$ cat src/rtl/hyper_pkg.sv
// Shared types and sizes for the DRAM-to-LSAB block mover.
// Provides the FSM state encoding, field widths and the read-latency pipeline entry.
// pair_entry() works out which words of a DRAM column pair belong to the block.
package hyper_pkg;

  localparam int unsigned NUM_SECTIONS = 4;
  localparam int unsigned SEC_W        = $clog2(NUM_SECTIONS);
  localparam int unsigned ADDR_W       = 9;
  localparam int unsigned CNT_W        = 6;
  localparam int unsigned ANCILL_W     = 25;
  localparam int unsigned SEL_W        = 2;

  typedef enum logic [2:0] {
    ST_IDLE  = 3'd0,
    ST_REQ   = 3'd1,
    ST_GAP   = 3'd2,
    ST_STALL = 3'd3,
    ST_DRAIN = 3'd4
  } state_t;

  // One outstanding paired-column read: which halves get written, and
  // whether this pair holds the final word of the block.
  typedef struct packed {
    logic lo;
    logic hi;
    logic last;
  } pipe_entry_t;

  // odd: current word address is the odd half of its pair.
  // left: words still to be requested (non-zero when called from REQ).
  function automatic pipe_entry_t pair_entry(input logic odd, input logic [CNT_W-1:0] left);
    pipe_entry_t e;
    e.lo   = ~odd;
    e.hi   = odd ? (left != '0) : (left > CNT_W'(1));
    e.last = (left == (CNT_W'(e.lo) + CNT_W'(e.hi)));
    return e;
  endfunction

endpackage

$ cat src/rtl/hyper_rdlat_pipe.sv
// Fixed-latency tracker for outstanding DRAM pair reads: a DEPTH-stage shift register.
// Ports: CLK/RST (sync, active-low), push_vld/push_dat in; pop_vld/pop_dat out after DEPTH
// cycles; empty (nothing in flight) and older_vld (something behind the exiting stage).
module hyper_rdlat_pipe
  import hyper_pkg::*;
#(
  parameter int unsigned DEPTH = 4
) (
  input  logic        CLK,
  input  logic        RST,
  input  logic        push_vld,
  input  pipe_entry_t push_dat,
  output logic        pop_vld,
  output pipe_entry_t pop_dat,
  output logic        empty,
  output logic        older_vld
);

  logic        [DEPTH-1:0] vld_q, vld_d;
  pipe_entry_t [DEPTH-1:0] dat_q, dat_d;

  always_comb begin
    vld_d = {vld_q[DEPTH-2:0], push_vld};
    dat_d = {dat_q[DEPTH-2:0], (push_vld ? push_dat : pipe_entry_t'('0))};
  end

  always_ff @(posedge CLK) begin
    if (!RST) begin
      vld_q <= '0;
      dat_q <= '0;
    end else begin
      vld_q <= vld_d;
      dat_q <= dat_d;
    end
  end

  assign pop_vld   = vld_q[DEPTH-1];
  assign pop_dat   = dat_q[DEPTH-1];
  assign empty     = ~|vld_q;
  assign older_vld = |vld_q[DEPTH-2:0];

endmodule

$ cat src/rtl/hyper_mvblck_frdram.sv
// Moves a block of words from a DRAM column range into one of four LSAB sections by issuing
// paired-column MCU reads (at most one every 2 cycles) and timing LSAB write strobes to the
// fixed read latency. Ports: ISSUE/params in, MCU request out, LSAB write controls out,
// COUNT_SENT/ABRUPT_STOP/WORKING status out. Optional macro HYPER_FRDRAM_TIMEOUT_EN adds a
// stall timeout that truncates the block.
module hyper_mvblck_frdram
  import hyper_pkg::*;
#(
  parameter int unsigned RD_LATENCY = 4,
  parameter int unsigned TIMEOUT_W  = 8
) (
  input  logic                CLK,
  input  logic                RST,
  input  logic                LSAB_0_AFULL,
  input  logic                LSAB_1_AFULL,
  input  logic                LSAB_2_AFULL,
  input  logic                LSAB_3_AFULL,
  output logic                LSAB_WRITE,
  output logic [SEC_W-1:0]    LSAB_SECTION,
  output logic                LSAB_HALF,
  output logic                LSAB_LAST,
  output logic                LSAB_INT,
  output logic [ANCILL_W-1:0] LSAB_ANCILL,
  input  logic [ADDR_W-1:0]   START_ADDRESS,
  input  logic [CNT_W-1:0]    COUNT_REQ,
  input  logic [SEC_W-1:0]    SECTION,
  input  logic [SEL_W-1:0]    DRAM_SEL,
  input  logic                IRQ_REQ,
  input  logic [ANCILL_W-1:0] ANCILL_IN,
  input  logic                ISSUE,
  output logic [CNT_W-1:0]    COUNT_SENT,
  output logic                ABRUPT_STOP,
  output logic                WORKING,
  output logic [ADDR_W-1:0]   MCU_COLL_ADDRESS,
  output logic [SEL_W-1:0]    MCU_REQUEST_ACCESS
);

  if (RD_LATENCY < 2 || RD_LATENCY > 8 || TIMEOUT_W < 1) begin : g_bad_param
    $error("hyper_mvblck_frdram: RD_LATENCY must be 2..8 and TIMEOUT_W at least 1");
  end

  // Block context
  state_t              state_q, state_d;
  logic [ADDR_W-1:0]   addr_q, addr_d;
  logic [CNT_W-1:0]    left_q, left_d;
  logic [SEC_W-1:0]    section_q, section_d;
  logic                irq_q, irq_d;
  logic [ANCILL_W-1:0] ancill_q, ancill_d;
  logic [SEL_W-1:0]    sel_q, sel_d;

  // MCU request outputs
  logic [SEL_W-1:0]    mcu_req_q, mcu_req_d;
  logic [ADDR_W-1:0]   mcu_addr_q, mcu_addr_d;

  // LSAB write outputs
  logic                wr_q, wr_d;
  logic                half_q, half_d;
  logic                last_q, last_d;
  logic                int_q, int_d;
  logic [ANCILL_W-1:0] ancill_out_q, ancill_out_d;
  logic                hi_pend_q, hi_pend_d;
  logic                hi_last_q, hi_last_d;

  // Status
  logic [CNT_W-1:0]    sent_q, sent_d;
  logic [CNT_W-1:0]    count_sent_q, count_sent_d;
  logic                abrupt_q, abrupt_d;
  logic                busy1_q, busy2_q;

  // Pipeline
  logic                push_vld;
  pipe_entry_t         push_dat;
  logic                pop_vld;
  pipe_entry_t         pop_dat;
  logic                pipe_empty;
  logic                pipe_older;
  logic [CNT_W-1:0]    taken;
  logic                afull_sel;
  logic                force_last;

`ifdef HYPER_FRDRAM_TIMEOUT_EN
  logic [TIMEOUT_W-1:0] tmo_q, tmo_d;
  logic                 force_last_q, force_last_d;
  assign force_last = force_last_q;
`else
  assign force_last = 1'b0;
`endif

  hyper_rdlat_pipe #(.DEPTH(RD_LATENCY)) u_pipe (
    .CLK       (CLK),
    .RST       (RST),
    .push_vld  (push_vld),
    .push_dat  (push_dat),
    .pop_vld   (pop_vld),
    .pop_dat   (pop_dat),
    .empty     (pipe_empty),
    .older_vld (pipe_older)
  );

  always_comb begin
    case (section_q)
      2'd0:    afull_sel = LSAB_0_AFULL;
      2'd1:    afull_sel = LSAB_1_AFULL;
      2'd2:    afull_sel = LSAB_2_AFULL;
      default: afull_sel = LSAB_3_AFULL;
    endcase
  end

  // Request side FSM
  always_comb begin
    state_d      = state_q;
    addr_d       = addr_q;
    left_d       = left_q;
    section_d    = section_q;
    irq_d        = irq_q;
    ancill_d     = ancill_q;
    sel_d        = sel_q;
    mcu_req_d    = '0;
    mcu_addr_d   = '0;
    push_vld     = 1'b0;
    push_dat     = pair_entry(addr_q[0], left_q);
    taken        = CNT_W'(push_dat.lo) + CNT_W'(push_dat.hi);
    count_sent_d = count_sent_q;
    abrupt_d     = abrupt_q;
`ifdef HYPER_FRDRAM_TIMEOUT_EN
    tmo_d        = '0;
    force_last_d = force_last_q;
`endif

    case (state_q)
      ST_IDLE: begin
        if (ISSUE) begin
          section_d = SECTION;
          addr_d    = START_ADDRESS;
          left_d    = COUNT_REQ;
          irq_d     = IRQ_REQ;
          ancill_d  = ANCILL_IN;
          sel_d     = DRAM_SEL;
`ifdef HYPER_FRDRAM_TIMEOUT_EN
          force_last_d = 1'b0;
`endif
          if (COUNT_REQ != '0) begin
            state_d = ST_REQ;
          end else begin
            count_sent_d = '0;
            abrupt_d     = 1'b0;
          end
        end
      end
      ST_REQ: begin
        if (afull_sel) begin
          state_d = ST_STALL;
        end else begin
          mcu_req_d  = sel_q;
          mcu_addr_d = {addr_q[ADDR_W-1:1], 1'b0};
          push_vld   = 1'b1;
          left_d     = left_q - taken;
          addr_d     = addr_q + ADDR_W'(taken);
          state_d    = ST_GAP;
        end
      end
      ST_GAP: begin
        state_d = (left_q == '0) ? ST_DRAIN : ST_REQ;
      end
      ST_STALL: begin
        if (!afull_sel) state_d = ST_REQ;
`ifdef HYPER_FRDRAM_TIMEOUT_EN
        else if (tmo_q == '1) begin
          left_d       = '0;
          state_d      = ST_DRAIN;
          force_last_d = 1'b1;
        end else begin
          tmo_d = tmo_q + 1'b1;
        end
`endif
      end
      ST_DRAIN: begin
        // hi_pend_q covers the odd word that trails its pair out of the pipe.
        if (pipe_empty && !hi_pend_q) begin
          count_sent_d = sent_q;
          abrupt_d     = force_last;
          state_d      = ST_IDLE;
        end
      end
      default: state_d = ST_IDLE;
    endcase
  end

  // Write side: even word on pipe exit, odd word one cycle later.
  always_comb begin
    wr_d      = 1'b0;
    half_d    = 1'b0;
    last_d    = 1'b0;
    hi_pend_d = pop_vld & pop_dat.hi;
    hi_last_d = pop_dat.last;
    if (pop_vld && pop_dat.lo) begin
      wr_d   = 1'b1;
      half_d = 1'b0;
      // After a timeout the youngest in-flight word closes the block.
      last_d = ~pop_dat.hi & (pop_dat.last | (force_last & ~pipe_older));
    end else if (hi_pend_q) begin
      wr_d   = 1'b1;
      half_d = 1'b1;
      last_d = hi_last_q | (force_last & pipe_empty);
    end
    int_d        = last_d & (irq_q | force_last);
    ancill_out_d = last_d ? ancill_q : '0;
    sent_d       = (state_q == ST_IDLE && ISSUE) ? '0 : sent_q + CNT_W'(wr_d);
  end

  always_ff @(posedge CLK) begin
    if (!RST) begin
      state_q      <= ST_IDLE;
      addr_q       <= '0;
      left_q       <= '0;
      section_q    <= '0;
      irq_q        <= 1'b0;
      ancill_q     <= '0;
      sel_q        <= '0;
      mcu_req_q    <= '0;
      mcu_addr_q   <= '0;
      wr_q         <= 1'b0;
      half_q       <= 1'b0;
      last_q       <= 1'b0;
      int_q        <= 1'b0;
      ancill_out_q <= '0;
      hi_pend_q    <= 1'b0;
      hi_last_q    <= 1'b0;
      sent_q       <= '0;
      count_sent_q <= '0;
      abrupt_q     <= 1'b0;
      busy1_q      <= 1'b0;
      busy2_q      <= 1'b0;
`ifdef HYPER_FRDRAM_TIMEOUT_EN
      tmo_q        <= '0;
      force_last_q <= 1'b0;
`endif
    end else begin
      state_q      <= state_d;
      addr_q       <= addr_d;
      left_q       <= left_d;
      section_q    <= section_d;
      irq_q        <= irq_d;
      ancill_q     <= ancill_d;
      sel_q        <= sel_d;
      mcu_req_q    <= mcu_req_d;
      mcu_addr_q   <= mcu_addr_d;
      wr_q         <= wr_d;
      half_q       <= half_d;
      last_q       <= last_d;
      int_q        <= int_d;
      ancill_out_q <= ancill_out_d;
      hi_pend_q    <= hi_pend_d;
      hi_last_q    <= hi_last_d;
      sent_q       <= sent_d;
      count_sent_q <= count_sent_d;
      abrupt_q     <= abrupt_d;
      busy1_q      <= (state_q != ST_IDLE);
      busy2_q      <= busy1_q;
`ifdef HYPER_FRDRAM_TIMEOUT_EN
      tmo_q        <= tmo_d;
      force_last_q <= force_last_d;
`endif
    end
  end

  assign LSAB_WRITE         = wr_q;
  assign LSAB_SECTION       = section_q;
  assign LSAB_HALF          = half_q;
  assign LSAB_LAST          = last_q;
  assign LSAB_INT           = int_q;
  assign LSAB_ANCILL        = ancill_out_q;
  assign COUNT_SENT         = count_sent_q;
  assign ABRUPT_STOP        = abrupt_q;
  assign WORKING            = busy2_q;
  assign MCU_COLL_ADDRESS   = mcu_addr_q;
  assign MCU_REQUEST_ACCESS = mcu_req_q;

endmodule

$ cat config.mk
export PLATFORM = sky130hd
export DESIGN_NAME = hyper_mvblck_frdram
export DESIGN_NICKNAME = d
export VERILOG_FILES = /design/src/rtl/hyper_pkg.sv /design/src/rtl/hyper_rdlat_pipe.sv /design/src/rtl/hyper_mvblck_frdram.sv
export SDC_FILE = /design/constraint.sdc
export NUM_CORES = 1
export LEC_CHECK = 0
export ABC_AREA = 1
export CAP_MARGIN = 15
export CELL_PAD_IN_SITES_DETAIL_PLACEMENT = 1
export CELL_PAD_IN_SITES_GLOBAL_PLACEMENT = 2
export CORE_MARGIN = 4
export CORE_UTILIZATION = 28
export DETAILED_ROUTE_END_ITERATION = 8
export PLACE_DENSITY_LB_ADDON = 0.1
export SYNTH_ARGS = -nofsm -noshare
export SYNTH_HDL_FRONTEND = slang
export SYNTH_HIERARCHICAL = 1
export SYNTH_SLANG_ARGS = --single-unit
export TNS_END_PERCENT = 30
$ cat constraint.sdc
create_clock -name CLK -period 2.75 [get_ports CLK]
set_input_delay 0.55 -clock CLK [delete_from_list [all_inputs] [get_ports CLK]]
set_output_delay 0.55 -clock CLK [all_outputs]
set_load 0.05 [all_outputs]
==> run summary <==
Via Count - 3,860
Critical path class - flip-flop to flip-flop
Unrepaired setup endpoints after global routing - no
Post-CTS Setup Bufs - 0
Run status - completed
Residual DRC - 0
Routed len/inst - 13.5 µm
Gpl congestion - 0.799
Hold buffers post-CTS - 0
M1 WL - 5.78 mm
Synth warn - 6
Setup_tns - 0 ns
IO Count - 102
Critical path data required time - 3.05 ns
Crit path capture type - flip-flop
Rel. slew slack - 0.586
Fin crit period - 2.32 ns
Mean post-synth cell area - 8.04 µm²
Filler cell count - 1,854
Non-Filler Instances - 882
Skew final - 0.00835 ns
Diode count - 0
Total clock buffers created by CTS - 17
Peak VDD IR - 0.524 mV
Clk_lat worst skew - 0.41 ns
Iter 0 DRT Violations - 157
CTS clk-pin slew, worst paths - 0.05 ns
Pleak - 2.62 nW
Highest metal used - met4
Via density - 4.38
Crit Path Max Fanout - 5
DP Cell Count - 850
Pin slew with the least headroom to its limit - 0.620 ns
Largest net degree at the start of global routing - 59
Met2 WL - 5.47 mm
NumNets Final - 716
Pre-Repair DR Iteration Count - 4
Routed WL - 11.9 mm
P per Cell Area - 865 mW/mm²
Hpwl dp - 8.42 mm
Reg2reg setup slack - 0.43 ns
Max cap viols - 0
Final hold vios - 0
Hold Crit Class - primary input to flip-flop
Clock tree from TritonCTS - done
H-tree depth - 4
GRT Util Overall - 0.142
Fmax achieved - 432 MHz
Full die area - 0.0180 mm²
Initial Util - 0.290
DR WL met3 - 502 µm
Mapped cell area - 0.00447 mm²
Initial antenna violation count - 0
Vias in the first global route - 4,138
Startpoint Class - flip-flop
Max Slew Vio Count - 0
Core area - 0.0154 mm²
Final setup violation count - 0
First-pass GRT wire length - 20.3 mm
Layout cells sized above 1 - 0.0939
CTS resizes - 0
Root Buffer - clkbuf_16
Fin crit share - 0.842
Die width - 134 µm
P&R area growth vs syn - 40.4%
Remaining Overflow, GRT - 0
CTS Sinks - 119
Die Height - 134 µm
Post-Syn Instances - 556
IO Port Bufs - 99
Clock buffer depth - 2
Core Util, Final - 0.406
Final ANT Viol Nets - 0
Num rows - 45
Arrival time of the worst setup path - 2.62 ns
-- state kept, by name, indices dropped and copies added, names as in the netlist, 4 cells and up --
signal / cells
ancill_q: 25
COUNT_SENT: 6
u_pipe/dat_d: 9
left_q: 6
u_pipe/vld_q: 4
LSAB_ANCILL: 25
sent_q: 6
addr_q: 9
MCU_COLL_ADDRESS: 8
-- stage by stage --
step / area [µm²] / hold slack (ns) / power (W) / worst slack [ns]
floorplan: 4470 / 0.390 / 0.00276 / 0.816
global placement: 5620 / 0.394 / 0.00305 / 0.528
detailed placement: 5620 / 0.402 / 0.00308 / 0.423
CTS: 6270 / 0.401 / 0.00552 / 0.407
global route: 6270 / 0.430 / 0.00578 / 0.174
finish: 6270 / 0.412 / 0.00542 / 0.434
-- power breakdown --
group | total (W) | switching, W | internal, W
logic | 0.00106 | 0.000679 | 0.000379
clock network | 0.00240 | 0.000825 | 0.00158
registers | 0.00196 | 0.0000871 | 0.00188
total | 0.00542 | 0.00159 | 0.00383
-- layer usage --
| layer | vias to the layer above | global-route usage |
|---|---|---|
| met5 | - | 0 |
| met4 | 0 | 0.0554 |
| met3 | 13 | 0.0416 |
| met2 | 87 | 0.229 |
| met1 | 1816 | 0.179 |
| li1 | 1944 | - |
-- final cells by class --
cell class | count | area (µm²) | share of cell area
timing repair buffer | 104 | 1020 | 0.163
inverter | 92 | 350 | 0.0559
sequential | 119 | 2380 | 0.380
multi-input combinational | 324 | 1600 | 0.256
clock buffer | 19 | 453 | 0.0722
clock inverter | 13 | 195 | 0.0311
tap | 211 | 264 | 0.0421
-- critical path: stages (launching register included) --
cell and delay (ns):
dfxtp_1 0.40, nor2_1 0.09, nand2_1 0.08, inv_1 0.10, nand2_1 0.08, nand2_1 0.08, fa_1 0.42, inv_1 0.09
nand2_1 0.08, nor3_1 0.32, nand2_1 0.14, o22ai_1 0.15, a21oi_1 0.09, o21a_1 0.10
-- final timing paths --
kind,startpoint,end,depth (start not counted)
hold / removal,RST,hi_last_q,3
setup / recovery,left_q[4],addr_q[8],13
hold reg to reg,u_pipe/dat_d[8],u_pipe/dat_d[11],2
setup reg to reg,left_q[4],addr_q[8],13
-- cells in the final DEF, fill, tap and decap left out, types with 5 or more instances in the layout --
| cell type | instances |
|---|---|
| ha_1 | 5 |
| o21ai_1 | 12 |
| dfxtp_1 | 119 |
| a21oi_2 | 5 |
| buf_4 | 5 |
| nor2_1 | 64 |
| clkbuf_16 | 17 |
| a21oi_1 | 49 |
| o21ai_0 | 37 |
| inv_1 | 84 |
| nor3_1 | 6 |
| nand3_1 | 18 |
| clkdlybuf4s50_1 | 98 |
| nand2_1 | 93 |
| inv_2 | 5 |
Note: power is estimated with default switching activity, not from simulation.
